**src/rtl/cache_fill_controller.sv**
```systemverilog
// Miss/store arbiter for the I- and D-caches on the single memory port.
// Ports: clk, rst_n (sync, active-low); i_miss/i_miss_addr,
//   d_miss/d_miss_addr, d_wr/d_wr_addr/d_wr_data (cache side);
//   mem_en/mem_wr/mem_addr/mem_wdata out, mem_rdata/mem_data_valid in;
//   i/d_fill_we, fill_word_idx, fill_data, i/d_tag_we, fill_block_addr,
//   fill_done (cache refill writes); i_busy/d_busy (pipeline stall).
// The fill counts returned beats, so it works for any in-order latency.
module cache_fill_controller #(
    parameter int WORDS_PER_BLOCK = 8
) (
    input  logic                               clk,
    input  logic                               rst_n,
    input  logic                               i_miss,
    input  logic [15:0]                        i_miss_addr,
    input  logic                               d_miss,
    input  logic [15:0]                        d_miss_addr,
    input  logic                               d_wr,
    input  logic [15:0]                        d_wr_addr,
    input  logic [15:0]                        d_wr_data,
    output logic                               mem_en,
    output logic                               mem_wr,
    output logic [15:0]                        mem_addr,
    output logic [15:0]                        mem_wdata,
    input  logic [15:0]                        mem_rdata,
    input  logic                               mem_data_valid,
    output logic                               i_fill_we,
    output logic                               d_fill_we,
    output logic [$clog2(WORDS_PER_BLOCK)-1:0] fill_word_idx,
    output logic [15:0]                        fill_data,
    output logic                               i_tag_we,
    output logic                               d_tag_we,
    output logic [15:0]                        fill_block_addr,
    output logic                               i_busy,
    output logic                               d_busy,
    output logic                               fill_done
);

    localparam int IW = $clog2(WORDS_PER_BLOCK);
    localparam int CW = $clog2(WORDS_PER_BLOCK + 1);
    localparam logic [CW-1:0] NWORDS = CW'(WORDS_PER_BLOCK);
    localparam logic [CW-1:0] LASTW  = CW'(WORDS_PER_BLOCK - 1);
    localparam logic [15:0]   BLK_MASK = ~16'(2 * WORDS_PER_BLOCK - 1);

    typedef enum logic [1:0] {
        IDLE,
        I_FILL,
        D_FILL,
        WRITE
    } state_e;

    state_e         state_q, state_d;
    logic [CW-1:0]  iss_q, iss_d;
    logic [CW-1:0]  rcv_q, rcv_d;
    logic [15:0]    blk_q, blk_d;
    logic [15:0]    wa_q, wa_d;
    logic [15:0]    wd_q, wd_d;

    logic fill_act;
    logic issue;
    logic beat;
    logic last;

    assign fill_act = (state_q == I_FILL) || (state_q == D_FILL);
    assign issue    = fill_act && (iss_q < NWORDS);
    // Beats outside a fill (spurious or from an aborted fill) are dropped.
    assign beat     = fill_act && mem_data_valid;
    assign last     = beat && (rcv_q == LASTW);

    always_comb begin
        state_d = state_q;
        iss_d   = iss_q;
        rcv_d   = rcv_q;
        blk_d   = blk_q;
        wa_d    = wa_q;
        wd_d    = wd_q;
        unique case (state_q)
            IDLE: begin
                // D side first: it is older in the pipeline.
                if (d_miss) begin
                    state_d = D_FILL;
                    blk_d   = d_miss_addr & BLK_MASK;
                    iss_d   = '0;
                    rcv_d   = '0;
                end else if (d_wr) begin
                    state_d = WRITE;
                    wa_d    = d_wr_addr;
                    wd_d    = d_wr_data;
                end else if (i_miss) begin
                    state_d = I_FILL;
                    blk_d   = i_miss_addr & BLK_MASK;
                    iss_d   = '0;
                    rcv_d   = '0;
                end
            end
            I_FILL, D_FILL: begin
                if (issue) iss_d = iss_q + 1'b1;
                if (beat)  rcv_d = rcv_q + 1'b1;
                if (last)  state_d = IDLE;
            end
            WRITE: state_d = IDLE;
            default: state_d = IDLE;
        endcase
    end

    always_ff @(posedge clk) begin
        if (!rst_n) begin
            state_q <= IDLE;
            iss_q   <= '0;
            rcv_q   <= '0;
            blk_q   <= '0;
            wa_q    <= '0;
            wd_q    <= '0;
        end else begin
            state_q <= state_d;
            iss_q   <= iss_d;
            rcv_q   <= rcv_d;
            blk_q   <= blk_d;
            wa_q    <= wa_d;
            wd_q    <= wd_d;
        end
    end

    always_comb begin
        mem_en    = 1'b0;
        mem_wr    = 1'b0;
        mem_addr  = '0;
        mem_wdata = '0;
        if (state_q == WRITE) begin
            mem_en    = 1'b1;
            mem_wr    = 1'b1;
            mem_addr  = wa_q;
            mem_wdata = wd_q;
        end else if (issue) begin
            mem_en   = 1'b1;
            mem_addr = blk_q + 16'({iss_q, 1'b0});
        end
    end

    assign fill_data       = mem_rdata;
    assign fill_word_idx   = rcv_q[IW-1:0];
    assign fill_block_addr = blk_q;
    assign i_fill_we       = beat && (state_q == I_FILL);
    assign d_fill_we       = beat && (state_q == D_FILL);
    assign i_tag_we        = last && (state_q == I_FILL);
    assign d_tag_we        = last && (state_q == D_FILL);
    assign fill_done       = last;

    // A pending I miss stalls in every state other than its own fill
    // too, so this reduces to "filling I, or an I miss is pending".
    assign i_busy = (state_q == I_FILL) || i_miss;
    assign d_busy = (state_q == D_FILL) || (state_q == WRITE) ||
                    ((state_q == IDLE) && (d_miss || d_wr));

endmodule

```
**config.mk**
```make
export PLATFORM = sky130hd
export DESIGN_NAME = cache_fill_controller
export DESIGN_NICKNAME = d
export VERILOG_FILES = /design/src/rtl/cache_fill_controller.sv
export SDC_FILE = /design/constraint.sdc
export NUM_CORES = 1
export LEC_CHECK = 0
export BUFFER_PORTS_ARGS = -buffer_cell sky130_fd_sc_hd__buf_2
export CAP_MARGIN = 40
export CELL_PAD_IN_SITES_DETAIL_PLACEMENT = 1
export CELL_PAD_IN_SITES_GLOBAL_PLACEMENT = 1
export CORE_ASPECT_RATIO = 0.75
export CORE_UTILIZATION = 34
export DETAILED_ROUTE_END_ITERATION = 6
export PLACE_DENSITY = 0.82
export SYNTH_ARGS = -nofsm -noshare
export SYNTH_HDL_FRONTEND = slang
export SYNTH_SLANG_ARGS = --single-unit
```
**constraint.sdc**
```tcl
create_clock -name clk -period 3.2 [get_ports clk]
set_input_delay 0.48 -clock clk [delete_from_list [all_inputs] [get_ports clk]]
set_output_delay 0.48 -clock clk [all_outputs]
set_load 0.1 [all_outputs]
```
==> impl_results.md, run 1 <==
- CTS resizes: 0
- Critical Path End Type: output pin
- YS warnings: 0
- Final ANT Viol Nets: 0
- RR Startpoint: state_q[0]
- Yosys top cell area share: 0.3537
- Final net count: 541
- Buffers on Ports: 117
- Vias per cell: 4.950
- Worst Max-Slew Pin Slew: 0.7908 ns
- Initial Utilization: 0.3554
- Final wirelength: 8270 um
- Setup CP Type: flip-flop to output pin
- CTS sink cnt: 54
- FP Rows: 29
- DRC violations left: 10
- Hold buffer count at cts: 0
- Number of synthesized flops with an enable pin: 0
- Pwr Total: 3.498 mW
- Synth Register Bits: 54
- Pwr/cell area: 895.4 mW/mm2
- Die height: 84.12 um
- Period utilization: 0.8464
- Slowest-stage cell, CP: ha_1
- Worst-path clk slew: 0.07 ns
- VDD IR max: 0.0006104 V
- Top post-synthesis cells by area: dfxtp_1 35%, nand2_1 11%, buf_4 5.6%
- Layout fillers: 1046
- Mean Syn Cell Area: 8.514 um2
- Initial antenna violation count: 0
- Most numerous cell in the Yosys netlist: nand2_1
- CTS tree: done
- Core ar.: 0.008600 mm2
- Setup crit end: mem_addr[13]
- Full die area: 0.009378 mm2
- Crit path cell chain: inv_1, ha_1, nand2b_1, nor2_1, buf_4, a22o_1, buf_12
- Num CTS Buffers: 5
- Worst setup startpoint: state_q[0]
- DRT Pass-1 Iters: 7
- RSZ-0062 raised after global routing: false
- Proportion of layout cells with a drive suffix above 1: 0.3125
- Hold Worst Slack: 0.4212 ns
- DR WL/cell: 14.87 um
- Relative slew margins: 0.4728
- Worst setup SP type: flip-flop
- GP Congestion: 0.8293
- Pin count of the biggest net entering global routing: 49
- Synth cell count leaders: 87 x nand2_1, 54 x dfxtp_1, 23 x buf_4
- Lkg Pwr: 1.889 nW
- Final Critical Period: 2.708 ns
- Via count: 2752
- Final Max Slew Viols: 0
- Setup TNS: 0 ns
- Worst min-delay path class: input pin to flip-flop
- Clk_lat worst skew: 0.29 ns
- Post-DP HPWL: 6277 um
- Arrival time worst endpoint: 2.23 ns
- Root Buffer: clkbuf_16
- Post-synth top flop: dfxtp_1
- GRT Total Usage: 0.1800
- First-pass GRT wire length: 13570 um
- FF-to-FF End: fill_block_addr[15]
- Initial DRC count: 133
- Diode count: 0
- Vias in the first global route: 2789
- Io pins: 162
- Cells after synthesis: 359
- R2R depth: 5
- Reg-to-reg slack, setup: 1.29 ns
- Register area share after synthesis: 0.3537
- Synth area leader: dfxtp_1
- Overflow after GRT: 0
- Critical Path RT: 2.72 ns
- Crit Path Max Fanout: 12
- Die span in x: 111.5 um
- Unique cell type count in the Yosys netlist: 44
- H-tree levels: 2
- FMAX: 0.3692 GHz
- Max incr delay on CP: 0.45 ns
- CTS max path bufs: 2
- Failing checks: design-rule violations
- MaxCap Viol Count: 0
- Layout area overhead: 27.79%
- Synth Cell Area: 0.003057 mm2
- Clock Skew: 0.003449 ns
- Status: finished, violations left
- # setup viols final: 0
- Hold Vio Cnt, Final: 0
- Post CTS Setup Buffer Count: 0
- FFs w/ async S/R, synth: 0
- Final core area utilization: 0.4542
## per-layer routing
metal | global-route usage | wire length (um) | up-vias
met2 | 0.3216 | 4009 | 81
li1 | - | - | 1359
met3 | 0.05084 | 555 | 7
met4 | 0.03686 | 54 | 0
met5 | 0 | 0 | -
met1 | 0.2158 | 3651 | 1305
## power breakdown
| part | switching [mW] | internal (mW) | leakage (nW) |
|---|---|---|---|
| Clock | 0.241 | 0.311 | 0.0739 |
| Sequential | 0.121 | 0.788 | 0.442 |
| Combinational | 1.48 | 0.556 | 1.37 |
| Total | 1.84 | 1.65 | 1.89 |
## cell families after synthesis
| family | synth area share |
|---|---|
| AND/OR/NAND/NOR | 0.2219 |
| flip-flops | 0.3537 |
| multiplexers | 0.05075 |
| other | 0.001227 |
| XOR/XNOR | 0.04298 |
| adder cells (fa/ha/maj) | 0.03275 |
| AO/OA/AOI/OAI | 0.1953 |
| buffers and inverters | 0.1015 |
## critical path, delay by kind of cell, from the launching register on
family | cells | cell delay, ns
buffers and inverters | 3 | 0.53
adders and majority gates | 1 | 0.45
DFF | 1 | 0.39
and+or+nand+nor | 2 | 0.35
AOI/OAI and AO/OA | 1 | 0.22
## metrics by stage
| stage | cell area (um2) | cells | worst slack [ns] |
|---|---|---|---|
| CTS | 3906 | 556 | 0.4743 |
| global placement | 3759 | 548 | 0.8794 |
| finish | 3906 | 556 | 0.4916 |
| global route | 3906 | 556 | 0.3086 |
| detailed placement | 3759 | 548 | 0.8223 |
| floorplan | 3070 | 362 | 0.09663 |
## area by class of cell
class | count | area [um2] | share of cell area
multi-input cells | 260 | 1679 | 0.4299
flip-flops and latches | 54 | 1081 | 0.2767
clock buffers | 7 | 142.6 | 0.03652
inverters | 4 | 15.01 | 0.003844
repair buffers | 122 | 848.3 | 0.2172
well taps | 108 | 135.1 | 0.03459
clock inverters | 1 | 5.005 | 0.001281
## cells in the final DEF, fill, tap and decap left out, types with 2 or more instances in the layout
cell type / count
or2_2: 2
clkbuf_16: 5
nor2_1: 11
dfxtp_1: 54
ha_1: 8
xnor2_1: 6
nand2_1: 87
a22o_1: 15
o21a_1: 3
o211ai_1: 2
nor3_1: 3
conb_1: 4
buf_12: 15
or3_1: 2
xor2_1: 9
and3_1: 2
nand4_1: 3
and2_1: 21
o21ai_0: 2
a21boi_1: 16
a21boi_0: 16
buf_4: 5
inv_1: 4
a21oi_1: 2
mux2i_1: 14
buf_2: 102
nand3_1: 4
nand2b_1: 2
o211a_1: 11
## sequential cells by signal (all words and copies together), names as in the netlist
register         flops
fill_block_addr     12
rcv_q                4
iss_q                4
wa_q                16
state_q              2
wd_q                16
## how the worst min path moves through the flow
stage	start	endpoint	cells after the start
final	d_wr_addr[3]	wa_q[3]	3
after global routing	d_wr_data[15]	wd_q[15]	3
after CTS	d_wr_addr[3]	wa_q[3]	3
after detailed placement	wd_q[3]	wd_q[3]	2
after global placement	wd_q[2]	wd_q[2]	2
after floorplan	wd_q[15]	wd_q[15]	2
(Power assumes the default switching activity.)
==> run 2, diff against run 1 <==
--- a/config.mk
+++ b/config.mk
@@ -5,14 +5,15 @@
 export SDC_FILE = /design/constraint.sdc
 export NUM_CORES = 1
 export LEC_CHECK = 0
+export ABC_AREA = 1
 export BUFFER_PORTS_ARGS = -buffer_cell sky130_fd_sc_hd__buf_2
 export CAP_MARGIN = 40
 export CELL_PAD_IN_SITES_DETAIL_PLACEMENT = 1
 export CELL_PAD_IN_SITES_GLOBAL_PLACEMENT = 1
 export CORE_ASPECT_RATIO = 0.75
-export CORE_UTILIZATION = 34
+export CORE_UTILIZATION = 27
 export DETAILED_ROUTE_END_ITERATION = 6
-export PLACE_DENSITY = 0.82
+export PLACE_DENSITY = 0.74
 export SYNTH_ARGS = -nofsm -noshare
 export SYNTH_HDL_FRONTEND = slang
 export SYNTH_SLANG_ARGS = --single-unit
==> constraint.sdc (replaced) <==
create_clock -name clk -period 2.4 [get_ports clk]
set_input_delay 0.36 -clock clk [delete_from_list [all_inputs] [get_ports clk]]
set_output_delay 0.36 -clock clk [all_outputs]
set_load 0.1 [all_outputs]
==> run 2 against run 1 <==
Against the previous run:
- the flow now finishes without violations
- via count is 20% higher
- area after synthesis is 1.5% higher
- utilization decreased by 5.8 points
- critical endpoint is now mem_addr[3]
- largest power group unchanged
==> impl_results.md, run 2 <==
- Status: finished clean
- Post-route cell area: 0.004380 mm2
- GRT Total Usage: 0.1730
- Hold buffer count at cts: 0
- DRT Pass-1 Iters: 4
- Synth Cell Area: 0.003103 mm2
- MaxCap Viol Count: 0
- Dpl cell area: 0.004188 mm2
- Reg-to-reg slack, setup: 0.62 ns
- Post-DP HPWL: 7733 um
- Placed Cells: 709
- Setup CP Type: flip-flop to output pin
- Top post-synthesis cells by area: dfxtp_1 35%, nand2_1 18%, a21oi_1 8.1%
- HP Start: d_wr_data[8]
- Unique cell type count in the Yosys netlist: 24
- RR Startpoint: state_q[0]
- DR WL/cell: 14.10 um
- Hold Vio Cnt, Final: 0
- Hold Worst Slack: 0.3359 ns
- Via count: 3292
- Overflow after GRT: 0
- DRC violations left: 0
- Crit Path Max Fanout: 6
- Post CTS Setup Buffer Count: 0
- Diode count: 0
- Vias per cell: 4.585
- CTS tree: done
- Cells after synthesis: 486
- GP Congestion: 0.7797
- Layout area overhead: 41.17%
- Setup TNS: 0 ns
- Initial DRC count: 133
- Vias in the first global route: 3337
- VDD IR max: 0.001106 V
- Worst setup SP type: flip-flop
- Final Max Slew Viols: 0
- Full die area: 0.01193 mm2
- Die height: 94.84 um
- Synth area leader: dfxtp_1
- Root Buffer: clkbuf_16
- Final ANT Viol Nets: 0
- Post-synth top flop: dfxtp_1
- FMAX: 0.4310 GHz
- Buffers on Ports: 117
- Fin cells: 718
- FFs w/ async S/R, synth: 0
- Period utilization: 0.9668
- Critical Path End Type: output pin
- R2R depth: 9
- First-pass GRT wire length: 16310 um
- Die span in x: 125.8 um
- Mean Syn Cell Area: 6.385 um2
- Clk_lat worst skew: 0.30 ns
- Most frequent cells in the layout: 141 x nand2_1, 98 x buf_2, 50 x a21oi_1, 43 x dfxtp_1
- Arrival time worst endpoint: 1.96 ns
- Lkg Pwr: 1.875 nW
- Io pins: 162
- Core ar.: 0.01107 mm2
- Synth cell count leaders: 145 x nand2_1, 54 x dfxtp_1, 54 x inv_1
- YS warnings: 0
- Most common cell after layout, fill and taps aside: nand2_1
- FF-to-FF End: rcv_q[2]
- CTS sink cnt: 54
- Yosys top cell area share: 0.3484
- Final wirelength: 10130 um
- CTS max path bufs: 2
- Pin count of the biggest net entering global routing: 41
- Register area share after synthesis: 0.3484
- Initial Utilization: 0.2804
- H-tree levels: 2
- Initial antenna violation count: 0
- Final core area utilization: 0.3959
- Proportion of layout cells with a drive suffix above 1: 0.3339
- Number of synthesized flops with an enable pin: 0
- Worst min-delay path class: input pin to flip-flop
- Synth Register Bits: 54
- Final Critical Period: 2.320 ns
- Critical Path RT: 2.04 ns
- Hold path depth: 3
- FP Rows: 33
- # setup viols final: 0
- Clock Skew: 0.006462 ns
- Worst-path clk slew: 0.07 ns
- Pwr/cell area: 1187 mW/mm2
- Worst Hold Path EP: wd_q[8]
- Most numerous cell in the Yosys netlist: nand2_1
- Layout fillers: 1424
- Num CTS Buffers: 5
- Final net count: 671
-- run 2: changes by cell type after synthesis, sizes merged, moves of 30 or more --
cell	change
a21oi	+48
a21boi	-32
nand2	+61
inv	+54
nand3	+33
o21ai	+30
-- run 2: layout make-up --
type | count | area (um2) | area share
flip-flops and latches | 54 | 1095 | 0.2499
clock buffers | 6 | 128.9 | 0.02942
multi-input cells | 332 | 1743 | 0.3979
inverters | 59 | 290.3 | 0.06627
well taps | 140 | 175.2 | 0.03999
clock inverters | 2 | 13.76 | 0.003142
repair buffers | 125 | 934.6 | 0.2134
-- run 2: cell families after synthesis --
family          Yosys count  synth area share
flops                    54            0.3484
simple gates            229            0.3069
xor+xnor                  1          0.002823
other cells               1          0.001209
compound gates           90            0.1476
buf+inv                 103            0.1609
fa+ha+maj                 8           0.03226
-- run 2: repair_timing --
item | 4_1_cts | 5_1_grt
gates resized for setup | 6 | 8
endpoints found under the setup margin | 9 | 13
cloned | 1 | 0
pin swaps | 1 | 2
-- run 2: worst max path at each step --
stage / endpoint / slack [ns] / depth (start not counted) / startpoint
after floorplan: d_tag_we / -0.23 / 7 / state_q[0]
after global placement: mem_addr[3] / 0.38 / 8 / state_q[0]
after detailed placement: mem_addr[3] / 0.29 / 8 / state_q[0]
after CTS: mem_addr[14] / 0.005 / 10 / state_q[0]
after global routing: mem_addr[3] / -0.005 / 8 / state_q[1]
final: mem_addr[3] / 0.08 / 8 / state_q[0]
-- run 2: worst max-delay path, cell delays in order, from the launching register on --
cell and delay, ns:
dfxtp_2 0.36, inv_1 0.09, ha_4 0.28, nand2_2 0.08
nor2_4 0.12, buf_6 0.14, clkinvlp_4 0.18, o22ai_4 0.21
buf_12 0.20
-- run 2: metal layers --
metal | vias up | global-route usage | wire length (um)
met3 | 12 | 0.05042 | 610
met1 | 1508 | 0.2164 | 4808
met4 | 0 | 0.03916 | 95
met5 | - | 0 | 0
met2 | 80 | 0.2954 | 4611
li1 | 1692 | - | -
-- run 2: stage by stage --
| step | power [mW] | worst slack, ns |
|---|---|---|
| floorplan | 3.697 | -0.2326 |
| global placement | 4.339 | 0.3751 |
| detailed placement | 4.398 | 0.2895 |
| CTS | 5.184 | 0.005034 |
| global route | 5.479 | -0.004775 |
| finish | 5.200 | 0.07962 |
-- run 2: power breakdown --
part	switching (mW)	internal [mW]	total (mW)
clock	0.338	0.388	0.727
sequential	0.153	1.08	1.23
combinational	2.37	0.877	3.24
==> run 3, diff against run 2 <==
--- a/config.mk
+++ b/config.mk
@@ -11,9 +11,9 @@
 export CELL_PAD_IN_SITES_DETAIL_PLACEMENT = 1
 export CELL_PAD_IN_SITES_GLOBAL_PLACEMENT = 1
 export CORE_ASPECT_RATIO = 0.75
-export CORE_UTILIZATION = 27
+export CORE_UTILIZATION = 30
 export DETAILED_ROUTE_END_ITERATION = 6
-export PLACE_DENSITY = 0.74
+export PLACE_DENSITY = 0.78
 export SYNTH_ARGS = -nofsm -noshare
 export SYNTH_HDL_FRONTEND = slang
 export SYNTH_SLANG_ARGS = --single-unit
==> constraint.sdc (replaced) <==
create_clock -name clk -period 2.6 [get_ports clk]
set_input_delay 0.39 -clock clk [delete_from_list [all_inputs] [get_ports clk]]
set_output_delay 0.39 -clock clk [all_outputs]
set_load 0.1 [all_outputs]
==> run 3 against run 2 <==
Against the previous run:
- critical path depth stayed put
- non-clock buffer count stayed put
- global-route usage is 2.2 points higher
- critical path type unchanged
- sequential share of layout area is 0.55 points higher
- sequential power is 8% lower
- power is 6.2% lower
- via count is 2.6% higher
- cell area is 2.3% lower
==> impl_results.md, run 3 (synthesis results as in run 2) <==
- DR WL/cell: 14.54 um
- # setup viols final: 0
- Internal: 2.261 mW
- Switching part of the total: 0.5366
- Worst min-delay path class: input pin to flip-flop
- Pwr Total: 4.879 mW
- Period utilization: 0.9459
- Core ar.: 0.009852 mm2
- DRC violations left: 0
- Worst setup SP type: flip-flop
- Via count: 3377
- Arrival time worst endpoint: 2.07 ns
- Proportion of layout cells with a drive suffix above 1: 0.2958
- Root Buffer: clkbuf_16
- Layout area overhead: 37.98%
- Io pins: 162
- Clk_lat worst skew: 0.29 ns
- FP Rows: 31
- Final ANT Viol Nets: 0
- Most frequent cells in the layout: 142 x nand2_1, 100 x buf_2, 53 x inv_1, 50 x a21oi_1, 44 x dfxtp_1
- Setup CP Type: flip-flop to output pin
- Post-DP HPWL: 8064 um
- Crit Path Max Fanout: 11
- Final Max Slew Viols: 0
- Num CTS Buffers: 5
- Hold Vio Cnt, Final: 0
- Dpl cell area: 0.004075 mm2
- Pin count of the biggest net entering global routing: 41
- Clock Skew: 0.004716 ns
- Vias per cell: 4.750
- FMAX: 0.4066 GHz
- H-tree levels: 2
- Post-route cell area: 0.004282 mm2
- DRT Pass-1 Iters: 4
- Initial DRC count: 103
- Reg-to-reg slack, setup: 0.71 ns
- CTS tree: done
- Status: finished clean
- Combinational share of power: 0.610
- Final Critical Period: 2.459 ns
- Die span in x: 119.4 um
- Buffers on Ports: 117
- GRT Total Usage: 0.1948
- Full die area: 0.01076 mm2
- Worst Max-Slew Pin Slew: 0.5244 ns
- VDD IR max: 0.0005806 V
- CTS max path bufs: 2
- RSZ-0062 raised after global routing: false
- First-pass GRT wire length: 16940 um
- Lkg Pwr: 2.049 nW
- MaxCap Viol Count: 0
- Vias in the first global route: 3557
- Die height: 90.08 um
- Net Sw Power: 2.618 mW
- Critical Path End Type: output pin
- Worst-path clk slew: 0.07 ns
- Reg power frac: 0.232
- Critical Path RT: 2.21 ns
- GP Congestion: 0.7786
- Final net count: 671
- Initial Utilization: 0.3150
- Pwr/cell area: 1139 mW/mm2
- Final wirelength: 10340 um
- CTS sink cnt: 54
- Overflow after GRT: 0
- Most common cell after layout, fill and taps aside: nand2_1
- Initial antenna violation count: 1
- Relative slew margins: 0.6499
- Power share of the clock group: 0.158
==> run 3: cell count changes in the layout (fill, tap and decap cells not counted), moves of 2 or more <==
| cell | delta |
|---|---|
| buf_2 | +2 |
| nor2_1 | +3 |
| clkinvlp_4 | -16 |
| buf_12 | -2 |
| inv_1 | +17 |
| nor2_4 | -2 |
==> run 3: per-layer routing <==
layer	wire length [um]	global-route usage	share of wire
met1	4543	0.2328	0.44
met2	5224	0.3629	0.51
met3	485	0.04124	0.047
met4	87	0.02604	0.0084
met5	0	0	0
==> run 3: worst paths after layout <==
path | from | to | depth (start not counted)
max reg2reg | state_q[0] | wa_q[6] | 8
min | d_wr_addr[12] | wa_q[12] | 3
max | state_q[0] | mem_addr[3] | 8
min reg2reg | wd_q[14] | wd_q[14] | 2
==> run 3: power groups by stage <==
stage               logic [mW]  clock network [mW]  registers (mW)
floorplan                 1.86                   0            1.55
global placement          2.85                   0            1.13
detailed placement        2.91                   0            1.15
CTS                       2.92               0.788            1.13
global route              3.15               0.827            1.15
finish                    2.98               0.771            1.13
==> run 3: worst max-delay path: stages (launching register included) <==
cell,delay (ns)
dfxtp_2,0.36
inv_1,0.09
ha_4,0.29
nand2_1,0.09
nor2_1,0.13
buf_6,0.17
clkinvlp_4,0.21
o22ai_4,0.23
buf_12,0.21
==> run 3: layout make-up <==
cell class | count | area [um2]
flip-flops and latches | 54 | 1094
inverters | 59 | 226.5
well taps | 132 | 165.2
clock buffers | 6 | 128.9
clock inverters | 2 | 37.54
multi-input cells | 332 | 1723
fillers | 1311 | 5570
repair buffers | 125 | 904.6
diodes | 1 | 2.502
==> run 3: per-stage QoR <==
step	std cells	setup WS (ns)	setup TNS [ns]	util	hold WS [ns]
global placement	700	0.4791	0	0.4136	0.4490
floorplan	489	-0.06265	-0.1253	-	0.4397
finish	711	0.1406	0	0.4346	0.3676
CTS	708	0.05654	0	0.4305	0.3664
detailed placement	700	0.4263	0	0.4136	0.4604
global route	711	0.03821	0	0.4346	0.3671
==> run 3: repair_timing <==
action / CTS / global route
endpoints found under the setup margin: 0 / 11
setup buffers: 0 / 2
resized for setup: 0 / 5
hold buffers: 0 / 0
